$ cat src/rtl/riscv_defines.sv
// Shared types and helpers for the IF-stage instruction realigner.
// Provides the aligner state encoding and the RVC halfword test.
package riscv_defines;

  typedef enum logic [1:0] {
    ALIGNED    = 2'd0,
    MISALIGNED = 2'd1,
    BRANCH_MIS = 2'd2
  } align_state_e;

  function automatic logic is_compressed(
    input logic [15:0] h
  );
    return h[1:0] != 2'b11;
  endfunction

endpackage

$ cat src/rtl/riscv_instr_aligner_if.sv
// Handshake bundle around the realigner: fetch side, ID side, redirect.
// slave = aligner view; master = prefetch/ID/controller view.
interface riscv_instr_aligner_if;
  logic        fetch_valid_i;
  logic [31:0] fetch_rdata_i;
  logic        fetch_ready_o;
  logic        instr_valid_o;
  logic        instr_ready_i;
  logic [31:0] instr_o;
  logic [31:0] instr_addr_o;
  logic        instr_compressed_o;
  logic        branch_i;
  logic [31:0] branch_addr_i;

  modport slave (
    input  fetch_valid_i,
    input  fetch_rdata_i,
    output fetch_ready_o,
    output instr_valid_o,
    input  instr_ready_i,
    output instr_o,
    output instr_addr_o,
    output instr_compressed_o,
    input  branch_i,
    input  branch_addr_i
  );

  modport master (
    output fetch_valid_i,
    output fetch_rdata_i,
    input  fetch_ready_o,
    input  instr_valid_o,
    output instr_ready_i,
    input  instr_o,
    input  instr_addr_o,
    input  instr_compressed_o,
    output branch_i,
    output branch_addr_i
  );
endinterface

$ cat src/rtl/riscv_instr_aligner.sv
// Realigns word fetches into one RVC/32-bit instruction per handshake.
// Ports: clk, rst_n, bus (slave): fetch in, instr out, branch redirect.
module riscv_instr_aligner
  import riscv_defines::*;
#(
  parameter logic [31:0] RESET_PC = 32'h0000_0080
) (
  input  logic                  clk,
  input  logic                  rst_n,
  riscv_instr_aligner_if.slave  bus
);

  align_state_e state_q, state_d;
  logic [15:0]  res_q, res_d;
  logic [31:0]  pc_q, pc_d;

  logic [15:0] lo, hi;
  logic        valid, fready, comp, fire;
  logic [31:0] instr;

  logic unused_addr0;
  assign unused_addr0 = bus.branch_addr_i[0];

  assign lo = bus.fetch_rdata_i[15:0];
  assign hi = bus.fetch_rdata_i[31:16];

  always_comb begin
    valid   = 1'b0;
    fready  = 1'b0;
    comp    = 1'b0;
    instr   = 32'h0;
    state_d = state_q;
    res_d   = res_q;
    unique case (state_q)
      ALIGNED: begin
        if (bus.fetch_valid_i) begin
          valid = 1'b1;
          if (is_compressed(lo)) begin
            instr = {16'h0, lo};
            comp  = 1'b1;
            if (bus.instr_ready_i) begin
              fready  = 1'b1;
              res_d   = hi;
              state_d = MISALIGNED;
            end
          end else begin
            instr  = bus.fetch_rdata_i;
            fready = bus.instr_ready_i;
          end
        end
      end
      MISALIGNED: begin
        if (is_compressed(res_q)) begin
          valid = 1'b1;
          comp  = 1'b1;
          instr = {16'h0, res_q};
          if (bus.instr_ready_i)
            state_d = ALIGNED;
        end else if (bus.fetch_valid_i) begin
          valid = 1'b1;
          instr = {lo, res_q};
          if (bus.instr_ready_i) begin
            fready = 1'b1;
            res_d  = hi;
          end
        end
      end
      BRANCH_MIS: begin
        if (bus.fetch_valid_i) begin
          if (is_compressed(hi)) begin
            valid = 1'b1;
            comp  = 1'b1;
            instr = {16'h0, hi};
            if (bus.instr_ready_i) begin
              fready  = 1'b1;
              state_d = ALIGNED;
            end
          end else begin
            // Upper half starts a straddling instr: bank it
            fready  = 1'b1;
            res_d   = hi;
            state_d = MISALIGNED;
          end
        end
      end
      default: state_d = ALIGNED;
    endcase

    if (bus.branch_i) begin
      valid   = 1'b0;
      fready  = 1'b0;
      res_d   = 16'h0;
      state_d = bus.branch_addr_i[1] ? BRANCH_MIS : ALIGNED;
    end
  end

  assign fire = valid & bus.instr_ready_i;

  always_comb begin
    pc_d = pc_q;
    if (bus.branch_i)
      pc_d = {bus.branch_addr_i[31:1], 1'b0};
    else if (fire)
      pc_d = pc_q + (comp ? 32'd2 : 32'd4);
  end

  always_ff @(posedge clk or negedge rst_n) begin
    if (!rst_n) begin
      state_q <= ALIGNED;
      res_q   <= 16'h0;
      pc_q    <= RESET_PC;
    end else begin
      state_q <= state_d;
      res_q   <= res_d;
      pc_q    <= pc_d;
    end
  end

  // Outputs are forced quiet while reset is held
  assign bus.instr_valid_o      = rst_n & valid;
  assign bus.fetch_ready_o      = rst_n & fready;
  assign bus.instr_compressed_o = rst_n & comp;
  assign bus.instr_o            = rst_n ? instr : 32'h0;
  assign bus.instr_addr_o       = pc_q;

endmodule
$ cat src/flat_wrapper.sv
// flat-port wrapper written by rule: the top's interface ports become plain ports
module riscv_instr_aligner_flat import riscv_defines::*;
#(
  parameter logic [31:0] RESET_PC = 32'h0000_0080
)
  (clk, rst_n, bus_fetch_valid_i, bus_fetch_rdata_i, bus_fetch_ready_o, bus_instr_valid_o, bus_instr_ready_i, bus_instr_o, bus_instr_addr_o, bus_instr_compressed_o, bus_branch_i, bus_branch_addr_i);
  riscv_instr_aligner_if bus_i ();
  input  logic clk;
  input  logic rst_n;
  input wire logic [$bits(bus_i.fetch_valid_i)-1:0] bus_fetch_valid_i;
  input wire logic [$bits(bus_i.fetch_rdata_i)-1:0] bus_fetch_rdata_i;
  output wire logic [$bits(bus_i.fetch_ready_o)-1:0] bus_fetch_ready_o;
  output wire logic [$bits(bus_i.instr_valid_o)-1:0] bus_instr_valid_o;
  input wire logic [$bits(bus_i.instr_ready_i)-1:0] bus_instr_ready_i;
  output wire logic [$bits(bus_i.instr_o)-1:0] bus_instr_o;
  output wire logic [$bits(bus_i.instr_addr_o)-1:0] bus_instr_addr_o;
  output wire logic [$bits(bus_i.instr_compressed_o)-1:0] bus_instr_compressed_o;
  input wire logic [$bits(bus_i.branch_i)-1:0] bus_branch_i;
  input wire logic [$bits(bus_i.branch_addr_i)-1:0] bus_branch_addr_i;
  assign bus_i.fetch_valid_i = bus_fetch_valid_i;
  assign bus_i.fetch_rdata_i = bus_fetch_rdata_i;
  assign bus_fetch_ready_o = bus_i.fetch_ready_o;
  assign bus_instr_valid_o = bus_i.instr_valid_o;
  assign bus_i.instr_ready_i = bus_instr_ready_i;
  assign bus_instr_o = bus_i.instr_o;
  assign bus_instr_addr_o = bus_i.instr_addr_o;
  assign bus_instr_compressed_o = bus_i.instr_compressed_o;
  assign bus_i.branch_i = bus_branch_i;
  assign bus_i.branch_addr_i = bus_branch_addr_i;
  riscv_instr_aligner #(.RESET_PC(RESET_PC)) u_core (.clk(clk), .rst_n(rst_n), .bus(bus_i));
endmodule
$ cat config.mk
export PLATFORM = sky130hd
export DESIGN_NAME = riscv_instr_aligner_flat
export DESIGN_NICKNAME = d
export VERILOG_FILES = /design/src/rtl/riscv_defines.sv /design/src/rtl/riscv_instr_aligner_if.sv /design/src/rtl/riscv_instr_aligner.sv /design/src/flat_wrapper.sv
export SDC_FILE = /design/constraint.sdc
export NUM_CORES = 1
export LEC_CHECK = 0
export BUFFER_PORTS_ARGS = -buffer_cell sky130_fd_sc_hd__buf_2
export CAP_MARGIN = 20
export CORE_MARGIN = 2
export CORE_UTILIZATION = 50
export DETAILED_ROUTE_END_ITERATION = 6
export PLACE_DENSITY = 0.85
export SYNTH_ARGS = -nofsm -noshare
export SYNTH_HDL_FRONTEND = slang
export SYNTH_SLANG_ARGS = --single-unit
$ cat constraint.sdc
create_clock -name clk -period 4.43 [get_ports clk]
set_input_delay 0.6645 -clock clk [delete_from_list [all_inputs] [get_ports clk]]
set_output_delay 0.6645 -clock clk [all_outputs]
set_load 0.05 [all_outputs]
* Word level (Yosys, flattened, before mapping) *
Index checks and enable logic that the tools add are counted.

cells by class
  add/subtract/negate cells = 1
  reduce and logical (&&, ||, !) cells = 5
  equal/unequal tests = 13
  bitwise logic cells = 4
  muxes and demuxes = 49

operator list
  cell                  count
  $mux W32              8
  $mux W16              9
  $pmux W32 S3          1
  $pmux W16 S3          1
  $add A32 B32 Y32      1
  $mux W2               9
  $ne A3 B3 Y1 const B  6
  $mux W1               16
  $pmux W1 S3           3
  $reduce_and A7 Y1     1
  $ne A2 B2 Y1 const B  3
  $ne A3 B2 Y1 const B  2
  $pmux W2 S3           1
  $reduce_and A5 Y1     1
  $and A1 B1 Y1         4
  $reduce_bool A4 Y1    1
  $mux W3               1
  $eq A2 B1 Y1 const B  1
  $eq A2 B2 Y1 const B  1
  $logic_not A2 Y1      1
  $reduce_bool A2 Y1    1

word-level totals
  word-level logic and storage cells = 75
  output and inout bits = 67
  bits in registers = 50

* Logic depth before layout (Yosys ltp) *
Gate-level depths: netlist of run 1.

  word-level depth = 8
  depth in mapped cells = 13
  mapped depth without buffers = 13

* Worst setup path before layout of run 1 *
Ideal clock, no wire load.

  path type = input -> output
  from = input bus_fetch_valid_i
  to = output bus_instr_o[21]
  stages = 6
  arrival time = 2454 ps
  path slack = 1311 ps
  required time = 3766 ps
  cells stage by stage = buf_2 inv_1 nor3_1 clkbuf_1 a22oi_1 nor2_1

on the way
  word-level cells in the longest chain between the ends = 4
  elaborated cells on any way between the ends = 5
  those cells by class = mux (5)

RTL lines
  item              line                        source
  from (decl)       flat_wrapper.sv:10          input wire logic [$bits(bus_i.fetch_valid_i)-1:0] bus_fetch_valid_i;
  $mux W32          riscv_instr_aligner.sv:59   end else if (bus.fetch_valid_i) begin
  $mux W32          riscv_instr_aligner.sv:53   if (is_compressed(res_q)) begin
  $pmux W32 S3 (*)  riscv_instr_aligner.sv:34   unique case (state_q)
  $mux W32 (*)      riscv_instr_aligner.sv:123  assign bus.instr_o = rst_n ? instr : 32'h0;
  to (decl)         flat_wrapper.sv:15          output wire logic [$bits(bus_i.instr_o)-1:0] bus_instr_o;

Mark *: on every way between the ends. The rest lies on a longest branch, timed or not.

* Final worst setup path of run 1 *
  from = input bus_fetch_valid_i
  to = register u_core.pc_q[13], in the netlist u_core.bus.instr_addr_o[13]

on the way
  word-level cells in the longest chain between the ends = 6
  elaborated cells on any way between the ends = 13
  those cells by class = add/sub (1); mux (10); bitwise (1); reduce/logical (1)

RTL lines
  item                                            line                                                                             source
  $mux W1 (on tied branches)                      riscv_instr_aligner.sv:69, riscv_instr_aligner.sv:36, riscv_instr_aligner.sv:59
  $pmux W1 S3 or $mux W1 (tied branches)          riscv_instr_aligner.sv:34, riscv_instr_aligner.sv:53
  $mux W3 or $pmux W1 S3 (tied branches)          riscv_instr_aligner.sv:104, riscv_instr_aligner.sv:34
  $add A32 B32 Y32 or $mux W1 (tied branches)     riscv_instr_aligner.sv:104, riscv_instr_aligner.sv:89
  $mux W32 or $and A1 B1 Y1 (tied branches)       riscv_instr_aligner.sv:103, riscv_instr_aligner.sv:97
  $mux W32 or $reduce_bool A2 Y1 (tied branches)  n/a
  to (signal assigned)                            riscv_instr_aligner.sv:115                                                       pc_q <= pc_d;
  to (decl)                                       riscv_instr_aligner.sv:15                                                        logic [31:0] pc_q, pc_d;

Parallel ways exist; a longest one is shown, timed or not. The select of a mux whose other input is x is not followed.
A chain may end at the register's enable or synchronous reset.

==> run summary, run 1 <==
status: complete, no violations
Worst Hold Class: primary input to async pin
Avg Inst Size Synth: 8.03 um2
routed len/inst: 15.8 um
Synth top area share: 32.6%
Rel. slew slack: 40.9%
setup TNS: 0 ps
Worst Path Max Fanout: 22
CTS tree: done
ys async rst share: 100%
ANT nets after route: 0
total power after layout: 1.21 mW
Synth area leader: dfrtp_1
hpwl dp: 7.73 mm
first-pass detailed-route iteration total: 5
fmax: 303 MHz
vias per std cell: 5.91
num rows: 31
Port Buf Inserts: 133
Fin. Hold Viols: 0
Worst Path Buf+Inv: 3
total congestion overflow: 0
period utilization: 74.5%
via count: 3,956
TritonCTS Buffers: 5
slew of the pin with the lowest slew margin: 884 ps
Area Overhead vs Synth: 21.3%
Synth cell types: 58
number of remaining DRC errors: 0
clk buf depth: 2
Slew Limit Fails: 0
leakage power: 2.08 nW
Post-Syn Area: 3680 um2
top post-synthesis cells by area: dfrtp_1 (33%), nor2_1 (7.4%), a22oi_1 (6.3%), nand2_1 (5.3%), mux2i_1 (4.6%)
RSZ-0062 raised after global routing: false
FF-to-FF setup slack: 1150 ps
initial drt markers: 243
MaxCap Viol Count: 0
Worst path max stage delay: 430 ps
htree depth: 2
Worst setup startpoint: bus_fetch_valid_i
initial antenna violation count: 0
Root Buffer: clkbuf_8
clk_skew: 15.0 ps
largest net degree at the start of global routing: 41
n_diodes: 0
Clk pin slew, worst setup/hold paths: 100 ps
FF+latch count, synth: 49
vias in the first global route: 3,778
drt total wl: 10.6 mm
crit path cell chain: buf_2, nand2b_1, nor3_1, a21oi_1, inv_1, ha_1, inv_1, fa_1, and4b_1, nand4_1, nor4b_1, xnor2_1, o21ai_0
reg2reg start: u_core.state_q[0]
Initial Util: 51.4%
Main synth FF type: dfrtp_1
synthesized net count: 531
Core Footprint: 7180 um2
number of synthesized flops with an enable pin: 0
hold-fix buffer count after cts: 0
CP Launch Type: primary input
Die Area: 8070 um2
Worst Setup Slack, final: 1130 ps
die height: 89.8 um
first-pass GRT wire length: 17.6 mm
critical path class: primary input to flop
# fillers: 652
clock sinks: 49
CP Capture Type: flop
endpoints failing setup: 0
Syn. warnings: 0
CP dominant cell by count: inv_1
gr usage total: 25.8%
fin nets: 642
layout cell share with drive strength beyond 1: 30.9%
gpl congestion: 0.932
postcts setup bufs: 0
CP delay by family, top: simple AND/OR/NAND/NOR gates
worst hold slack: 303 ps
Worst IR Drop VDD: 0.000195 V
Slowest-stage cell, CP: fa_1
Final min period: 3300 ps
FF-to-FF path depth: 12
Seq/Total Area, Yosys: 33.3%
Top Ports: 136
Power Dens Cells: 271 nW/um2
DIE WIDTH: 89.8 um
post-synthesis instance total: 459
Setup WS pre-CTS: 852 ps
post-CTS sizing: 0
worst skew pair latency: 300 ps
Critical Path AT: 3480 ps
RR Endpoint: u_core.bus.instr_addr_o[13]
WP data required: 4600 ps
[per-layer routing]
metal	part of all wire (%)	vias to the layer above	GRT usage [%]
li1	-	1873	-
met1	41	1872	32.1
met2	50	192	46.1
met3	7.8	19	4.19
met4	1.2	0	7.95
met5	0	-	0
[layout by cell type (no fill, tap or decap), drive strengths merged, types with 2 or more instances in the layout]
master	n
inv	9
and3b	2
dfrtp	48
and4	5
a21o	3
nor3	13
nor4	15
o22ai	4
and3	6
and2	2
a21oi	24
a22oi	31
o311ai	2
nand4	9
nand2	53
a211oi	2
mux2	14
mux2i	17
nor2	73
a31oi	4
ha	2
o41ai	2
o211ai	3
o21ai	22
o32ai	2
buf	142
nand2b	2
xnor2	19
nand3	12
nand3b	4
nor4b	2
clkbuf	6
[worst max-delay path by stage]
stage                                  end  slack, ps  cells past startpoint
2_1_floorplan              bus_instr_o[21]       1310                      6
3_3_place_gp   u_core.bus.instr_addr_o[13]        940                     13
3_5_place_dp   u_core.bus.instr_addr_o[13]        850                     13
4_1_cts        u_core.bus.instr_addr_o[13]       1140                     13
5_1_grt        u_core.bus.instr_addr_o[21]        810                     12
6_report       u_core.bus.instr_addr_o[13]       1130                     13
[logic make-up (layout without fill, tap and decap cells)]
| group | after synthesis | count (layout) | share of synthesized area (%) |
|---|---|---|---|
| adders and majority gates | 3 | 3 | 1.22 |
| xor gates and xnor gates | 19 | 19 | 4.52 |
| buffers and inverters | 47 | 158 | 5.94 |
| other | 1 | 1 | 0.102 |
| AOI/OAI and AO/OA | 104 | 104 | 18.8 |
| and+or+nand+nor | 205 | 205 | 27.2 |
| DFF | 49 | 49 | 33.3 |
| muxes | 31 | 31 | 8.90 |
[stage by stage]
| stage | std cells | util (%) | area [um2] |
|---|---|---|---|
| after CTS | 668 | 61.9 | 4440 |
| after global routing | 669 | 62.3 | 4470 |
| after detailed placement | 661 | 60.7 | 4360 |
| final | 669 | 62.3 | 4470 |
| after global placement | 661 | 60.7 | 4360 |
| after floorplan | 459 | - | 3680 |
[cell usage after synthesis (2+ instances only)]
cell type  number
nand3b_1        4
a21o_1          3
xnor2_1        19
a31oi_1         4
nand2_1        52
nor3_1         13
and2_1          2
nand2b_1        2
a211oi_1        2
and3_1          5
and3b_1         2
o22ai_1         4
buf_4           3
o311ai_0        2
mux2i_1        17
mux2_2         14
a21oi_1        23
nand3_1        11
buf_1           2
nor4b_1         2
o211ai_1        3
clkbuf_1       25
ha_1            2
buf_2           5
nor4_1         15
a22oi_1        31
inv_1           9
nor2_1         73
buf_6           2
and4_1          5
nand4_1         8
dfrtp_1        48
o21ai_0        21
o41ai_1         2
[report_power, final]
group	switching, mW	internal (mW)	total (mW)
Combinational	0.296	0.131	0.428
Clock	0.147	0.110	0.257
Sequential	0.0444	0.482	0.526
Total	0.488	0.723	1.21
[sequential cells by signal, summed over array words and instances (netlist names)]
register,flops
u_core.res_q,16
u_core.bus.instr_addr_o,31
u_core.state_q,2
[cell type report]
class	instances	area, um2	area share [%]
clock buffers	6	72.6	1.62
clock inverters	1	8.76	0.196
inverters	9	33.8	0.756
multi-input cells	363	2250	50.3
flip-flops and latches	49	1230	27.5
well taps	99	124	2.77
repair buffers	142	753	16.9
Note: power is estimated with default switching activity, not from simulation.
==> run 2: changes to the inputs <==
ABC_AREA = 1   (was not set)
CORE_UTILIZATION = 47   (was 50)
PLACE_DENSITY = 0.81   (was 0.85)
clock period = 2.65 ns   (was 4.43 ns; I/O delays follow)
==> run 2 against run 1 <==
Net effect: die area is 24% higher; final cell count is 44% higher; critical path type is now flop to output port; clock-buffer cell count is 1 lower; power grew to 3.6 times the previous value.
==> run summary, run 2 <==
status: complete, no violations
gpl congestion: 0.971 (+4.2%)
Root Buffer: clkbuf_8
initial antenna violation count: 0 (unchanged)
FF+latch count, synth: 49 (unchanged)
MaxCap Viol Count: 0 (unchanged)
Synth area leader: dfrtp_1
Initial Util: 47.7% (-3.6 points)
slew of the pin with the lowest slew margin: 518 ps (-365 ps)
total congestion overflow: 0 (unchanged)
TritonCTS Buffers: 5 (unchanged)
clock sinks: 49 (unchanged)
total power after layout: 4.35 mW (+260%)
worst skew pair latency: 310 ps (about the same)
Worst Hold Class: primary input to flop
ys async rst share: 100% (unchanged)
ANT nets after route: 0 (unchanged)
number of synthesized flops with an enable pin: 0 (unchanged)
num rows: 35 (+13%)
Final Cell Area: 5320 um2 (+19%)
routed len/inst: 13.6 um (-14%)
n_diodes: 0 (unchanged)
Worst Path Max Fanout: 14 (-36%)
vias per std cell: 5.24 (-11%)
largest net degree at the start of global routing: 43 (+4.9%)
most common cell after layout, fill and taps aside: nand2_1
Post-Syn Area: 4330 um2 (+17%)
endpoints failing setup: 0 (unchanged)
fin nets: 922 (+44%)
RSZ-0062 raised after global routing: false
CTS tree: done
clk buf depth: 2 (unchanged)
Fin. Hold Viols: 0 (unchanged)
Clk pin slew, worst setup/hold paths: 100 ps (about the same)
die height: 100 um (+11%)
top post-synthesis cells by area: dfrtp_1 (28%), nand2_1 (20%), nor2_1 (9.3%), inv_1 (6.5%), nand3_1 (5.4%)
leakage power: 2.84 nW (+37%)
drt total wl: 13.1 mm (+24%)
Syn. warnings: 0 (unchanged)
clk_skew: 7.98 ps (-7.01 ps)
post-synthesis instance total: 708 (+54%)
Synth top cells by count: nand2_1 (232), nor2_1 (107), inv_1 (75), dfrtp_1 (48), nand3_1 (47)
Die Area: 9990 um2 (+24%)
Power Dens Cells: 818 nW/um2 (+200%)
most frequent cells in the layout: nand2_1 (232), buf_2 (133), nor2_1 (107)
WP data required: 2250 ps (-2350 ps)
Seq/Total Area, Yosys: 28.4% (-4.9 points)
Rel. slew slack: 65.4% (+24 points)
most common cell in the netlist: nand2_1
Synth top area share: 27.8% (-4.8 points)
Top Ports: 136 (unchanged)
Port Buf Inserts: 133 (unchanged)
vias in the first global route: 4,797 (+27%)
layout cell share with drive strength beyond 1: 27.8% (-3.1 points)
Main synth FF type: dfrtp_1
synthesized net count: 780 (+47%)
Slew Limit Fails: 0 (unchanged)
max reg flops: 31 (unchanged)
via count: 5,039 (+27%)
Finished Layout Cells: 961 (+44%)
Core Footprint: 9060 um2 (+26%)
DIE WIDTH: 100 um (+11%)
CP Capture Type: output port
placed cell count: 952 (+44%)
Synth cell types: 43 (-26%)
Worst IR Drop VDD: 0.000316 V (+62%)
initial drt markers: 183 (-25%)
number of remaining DRC errors: 0 (unchanged)
gr usage total: 26.6% (+0.80 points)
CP Launch Type: flop
Critical Path AT: 2100 ps (-1380 ps)
Area Overhead vs Synth: 22.9%
fmax: 401 MHz
period utilization: 94.1%
critical path class: flop to output port
hpwl dp: 9.97 mm (+29%)
first-pass detailed-route iteration total: 4 (-1)
post-place instance area: 5180 um2 (+19%)
Final min period: 2490 ps
htree depth: 2 (unchanged)
setup TNS: 0 ps (unchanged)
first-pass GRT wire length: 21.6 mm (+23%)
Avg Inst Size Synth: 6.11 um2 (-24%)
Layout Utilization: 58.7% (-3.6 points)
[run 2: cells by family (layout without fill, tap and decap cells)]
group                      after synthesis  count (layout)  share of synthesized area (%)
other                                    1               1                         0.0866
xor gates and xnor gates                 2               2                          0.405
DFF                                     49              49                           28.4
buffers and inverters                  112             254                           11.5
and+or+nand+nor                        443             443                           44.3
adders and majority gates                3               3                           1.04
AOI/OAI and AO/OA                       98              98                           14.3
[run 2: cell type report]
| type | count | area (um2) |
|---|---|---|
| Inverter | 84 | 324 |
| Timing Repair Buffer | 163 | 893 |
| Fill cell | 896 | 3750 |
| Clock inverter | 2 | 35.0 |
| Sequential cell | 49 | 1230 |
| Clock buffer | 5 | 68.8 |
| Multi-Input combinational cell | 547 | 2630 |
| Tap cell | 111 | 139 |
[run 2: path summary, 6_finish.rpt]
kind	from	end	slack (ps)	cells after the start
max	u_core.state_q[1]	bus_instr_o[25]	160	9
min	bus_branch_addr_i[28]	u_core.bus.instr_addr_o[28]	320	3
max reg2reg	u_core.state_q[1]	u_core.bus.instr_addr_o[9]	220	19
min reg2reg	u_core.res_q[15]	u_core.res_q[15]	530	2
max in group asynchronous	rst_n	u_core.bus.instr_addr_o[16]	1550	3
min in group asynchronous	rst_n	u_core.res_q[3]	490	2
[run 2: routing by layer]
| metal | global-route usage [%] | share of wire [%] | wire [um] |
|---|---|---|---|
| met5 | 0 | 0 | 0 |
| met4 | 11.9 | 2.5 | 323 |
| met3 | 3.97 | 7.5 | 977 |
| met2 | 45.7 | 48 | 6230 |
| met1 | 33.2 | 42 | 5530 |
[run 2: critical path, cell delays in order, from the launching register on]
cell and delay [ps]:
dfrtp_1 430, inv_2 100, nand2_2 60, buf_4 160, nor3_4 230, inv_2 200
nor2_1 130, a21oi_1 50, nor2_1 120, buf_2 290
[run 2: repair_timing]
| item | 4_1_cts | 5_1_grt |
|---|---|---|
| endpoints found under the hold margin | 3 | 0 |
| setup endpoints to repair | 0 | 29 |
| setup buffers | 0 | 1 |
| gates resized for setup | 0 | 6 |
| hold buffers | 1 | 0 |
[run 2: report_power, final]
| part | total [mW] | leakage (nW) | internal, mW | switching (mW) |
|---|---|---|---|---|
| clock | 0.541 | 0.0540 | 0.275 | 0.266 |
| combinational | 2.54 | 2.18 | 0.733 | 1.81 |
| sequential | 1.27 | 0.609 | 0.971 | 0.299 |
[run 2: through the flow]
stage / setup WS [ps] / hold WS (ps)
after detailed placement: 14.6 / 273
after global routing: 7.05 / 320
final: 155 / 319
after global placement: 59.9 / 272
after floorplan: 4.99 / 102
after CTS: 4.04 / 314
==> run 3: changes to the inputs <==
CAP_MARGIN = not set   (was 20)
CORE_MARGIN = 8   (was 2)
CORE_UTILIZATION = 48   (was 47)
CTS_BUF_LIST = sky130_fd_sc_hd__clkbuf_4 sky130_fd_sc_hd__clkbuf_8   (was not set)
PLACE_DENSITY = 0.83   (was 0.81)
==> run 3 against run 2 <==
Net effect: critical path depth did not move; critical path type unchanged; non-clock buffer count shrank 4; routed wire length is 2.2% higher; fmax shrank 1.5%; final cell count down 0.62%; global-route usage is 5.2 points lower; sequential share of layout area rose by 0.067 points; worst hold slack worse by 160 ps; register-to-register slack about the same.
==> run summary, run 3 (same netlist as run 2, synthesis figures left out) <==
worst hold slack: 159 ps (-160 ps)
Worst Setup Slack, final: 117 ps (-38.4 ps)
RSZ-0062 raised after global routing: false
num rows: 34 (-2.9%)
Clk pin slew, worst setup/hold paths: 90 ps (about the same)
gpl congestion: 0.920 (-5.2%)
Critical Path AT: 2140 ps (+40 ps)
setup TNS: 0 ps (unchanged)
slew of the pin with the lowest slew margin: 523 ps (+4.84 ps)
routed len/inst: 14.0 um (+2.8%)
Rel. slew slack: 64.9% (-0.49 points)
Top Ports: 136 (unchanged)
total power after layout: 4.37 mW (+0.39%)
leakage power: 2.83 nW (-0.46%)
FF-to-FF setup slack: 220 ps (about the same)
layout cell share with drive strength beyond 1: 27.6% (-0.14 points)
die height: 111 um (+11%)
n_diodes: 0 (unchanged)
postcts setup bufs: 0 (unchanged)
most frequent cells in the layout: nand2_1 (232), buf_2 (132), nor2_1 (106)
combinational fraction of design power: 57.5% (-0.9 points)
Initial Util: 49.6% (+1.9 points)
WP data required: 2250 ps (about the same)
post-place instance area: 5160 um2 (-0.36%)
initial drt markers: 165 (-9.8%)
clock sinks: 49 (unchanged)
first-pass GRT wire length: 22.5 mm (+4.3%)
Sequential Power Share: 29.1% (about the same)
Worst Path Buf+Inv: 4 (unchanged)
hpwl dp: 10.4 mm (+4.8%)
CP delay by family, top: buffers and inverters
CP Capture Type: output port
clk_skew: 11.5 ps (+3.49 ps)
clk buf depth: 2 (unchanged)
largest net degree at the start of global routing: 33 (-23%)
Top Metal Used: met4
met3 wire length: 1.26 mm (+29%)
worst skew pair latency: 310 ps (about the same)
met1 WL: 5.65 mm (+2.2%)
most common cell after layout, fill and taps aside: nand2_1
met2 wire length: 6.18 mm (-0.75%)
htree depth: 2 (unchanged)
via count: 4,952 (-1.7%)
Area Overhead vs Synth: 22.6%
DIE WIDTH: 111 um (+11%)
Worst IR Drop VDD: 0.000330 V (+4.5%)
period utilization: 95.6% (+1.4 points)
Power Dens Cells: 823 nW/um2 (+0.58%)
Worst Hold Class: primary input to async pin
number of remaining DRC errors: 0 (unchanged)
initial antenna violation count: 0 (unchanged)
placed cell count: 947 (-0.53%)
clock share of power: 13.4% (+1.0 points)
Layout Utilization: 60.9% (+2.2 points)
reg2reg start: u_core.state_q[1]
Die Area: 12,300 um2 (+23%)
CP Launch Type: flop
Fin. Hold Viols: 0 (unchanged)
sw power: 2.37 mW (about the same)
Setup WS pre-CTS: 40.1 ps (+25.6 ps)
RR Endpoint: u_core.bus.instr_addr_o[17]
Slew Limit Fails: 0 (unchanged)
endpoints failing setup: 0 (unchanged)
vias in the first global route: 4,841 (+0.92%)
fin nets: 918 (-0.43%)
Int Pwr: 2.00 mW (+0.85%)
MaxCap Viol Count: 0 (unchanged)
max reg flops: 31 (unchanged)
Final min period: 2530 ps (+38.4 ps)
vias per std cell: 5.19 (-1.1%)
first-pass detailed-route iteration total: 4 (unchanged)
gr usage total: 21.4% (-5.2 points)
CP dominant cell by count: nor2_1
status: complete, no violations
Worst path max stage delay: 460 ps (+30 ps)
Finished Layout Cells: 955 (-0.62%)
Core Footprint: 8720 um2 (-3.8%)
Final Cell Area: 5310 um2 (-0.19%)
Port Buf Inserts: 133 (unchanged)
ANT nets after route: 0 (unchanged)
Root Buffer: clkbuf_8
CTS tree: done
total congestion overflow: 0 (unchanged)
Worst Path Max Fanout: 14 (unchanged)
crit path cell chain: inv_2, nand2_2, buf_4, nor3_4, inv_4, nor2_1, a21oi_1, nor2_1, buf_2
critical path class: flop to output port
switch share: 54.3% (-0.21 points)
TritonCTS Buffers: 5 (unchanged)
FF-to-FF path depth: 18 (-1)
fmax: 395 MHz (-1.5%)
Slowest-stage cell, CP: dfrtp_2
drt total wl: 13.4 mm (+2.2%)
## run 3: power groups by stage
| stage | Clock, mW | Combinational (mW) | Sequential, mW |
|---|---|---|---|
| after floorplan | 0 | 1.31 | 1.79 |
| after global placement | 0 | 2.47 | 1.27 |
| after detailed placement | 0 | 2.50 | 1.27 |
| after CTS | 0.588 | 2.51 | 1.26 |
| after global routing | 0.617 | 2.76 | 1.31 |
| final | 0.587 | 2.51 | 1.27 |
## run 3: what timing repair did
action / CTS / global route
gates resized for setup: 0 / 9
endpoints found under the setup margin: 0 / 25
hold buffers: 0 / 0
## run 3: how the worst max path moves through the flow
stage / from / end / cells past startpoint / slack, ps
floorplan: u_core.state_q[1] / u_core.bus.instr_addr_o[13] / 19 / 5
global placement: bus_fetch_rdata_i[16] / u_core.bus.instr_addr_o[13] / 19 / 70
detailed placement: bus_fetch_rdata_i[16] / u_core.bus.instr_addr_o[11] / 19 / 40
CTS: u_core.state_q[1] / u_core.bus.instr_addr_o[11] / 19 / 50
global route: u_core.state_q[1] / u_core.bus.instr_addr_o[11] / 18 / 9
finish: u_core.state_q[1] / bus_instr_o[23] / 9 / 120
## run 3: area by class of cell
| cell class | count | area (um2) |
|---|---|---|
| Clock inverter | 2 | 37.5 |
| Fill cell | 837 | 3410 |
| Clock buffer | 6 | 82.6 |
| Sequential cell | 49 | 1230 |
| Tap cell | 108 | 135 |
| Inverter | 84 | 323 |
| Timing Repair Buffer | 159 | 863 |
| Multi-Input combinational cell | 547 | 2640 |
## run 3: metal layers
layer / track usage, % / up-vias
met2: 36.8 / 200
met1: 25.3 / 2196
met4: 6.13 / 0
met5: 0 / -
met3: 6.11 / 21
li1: - / 2535
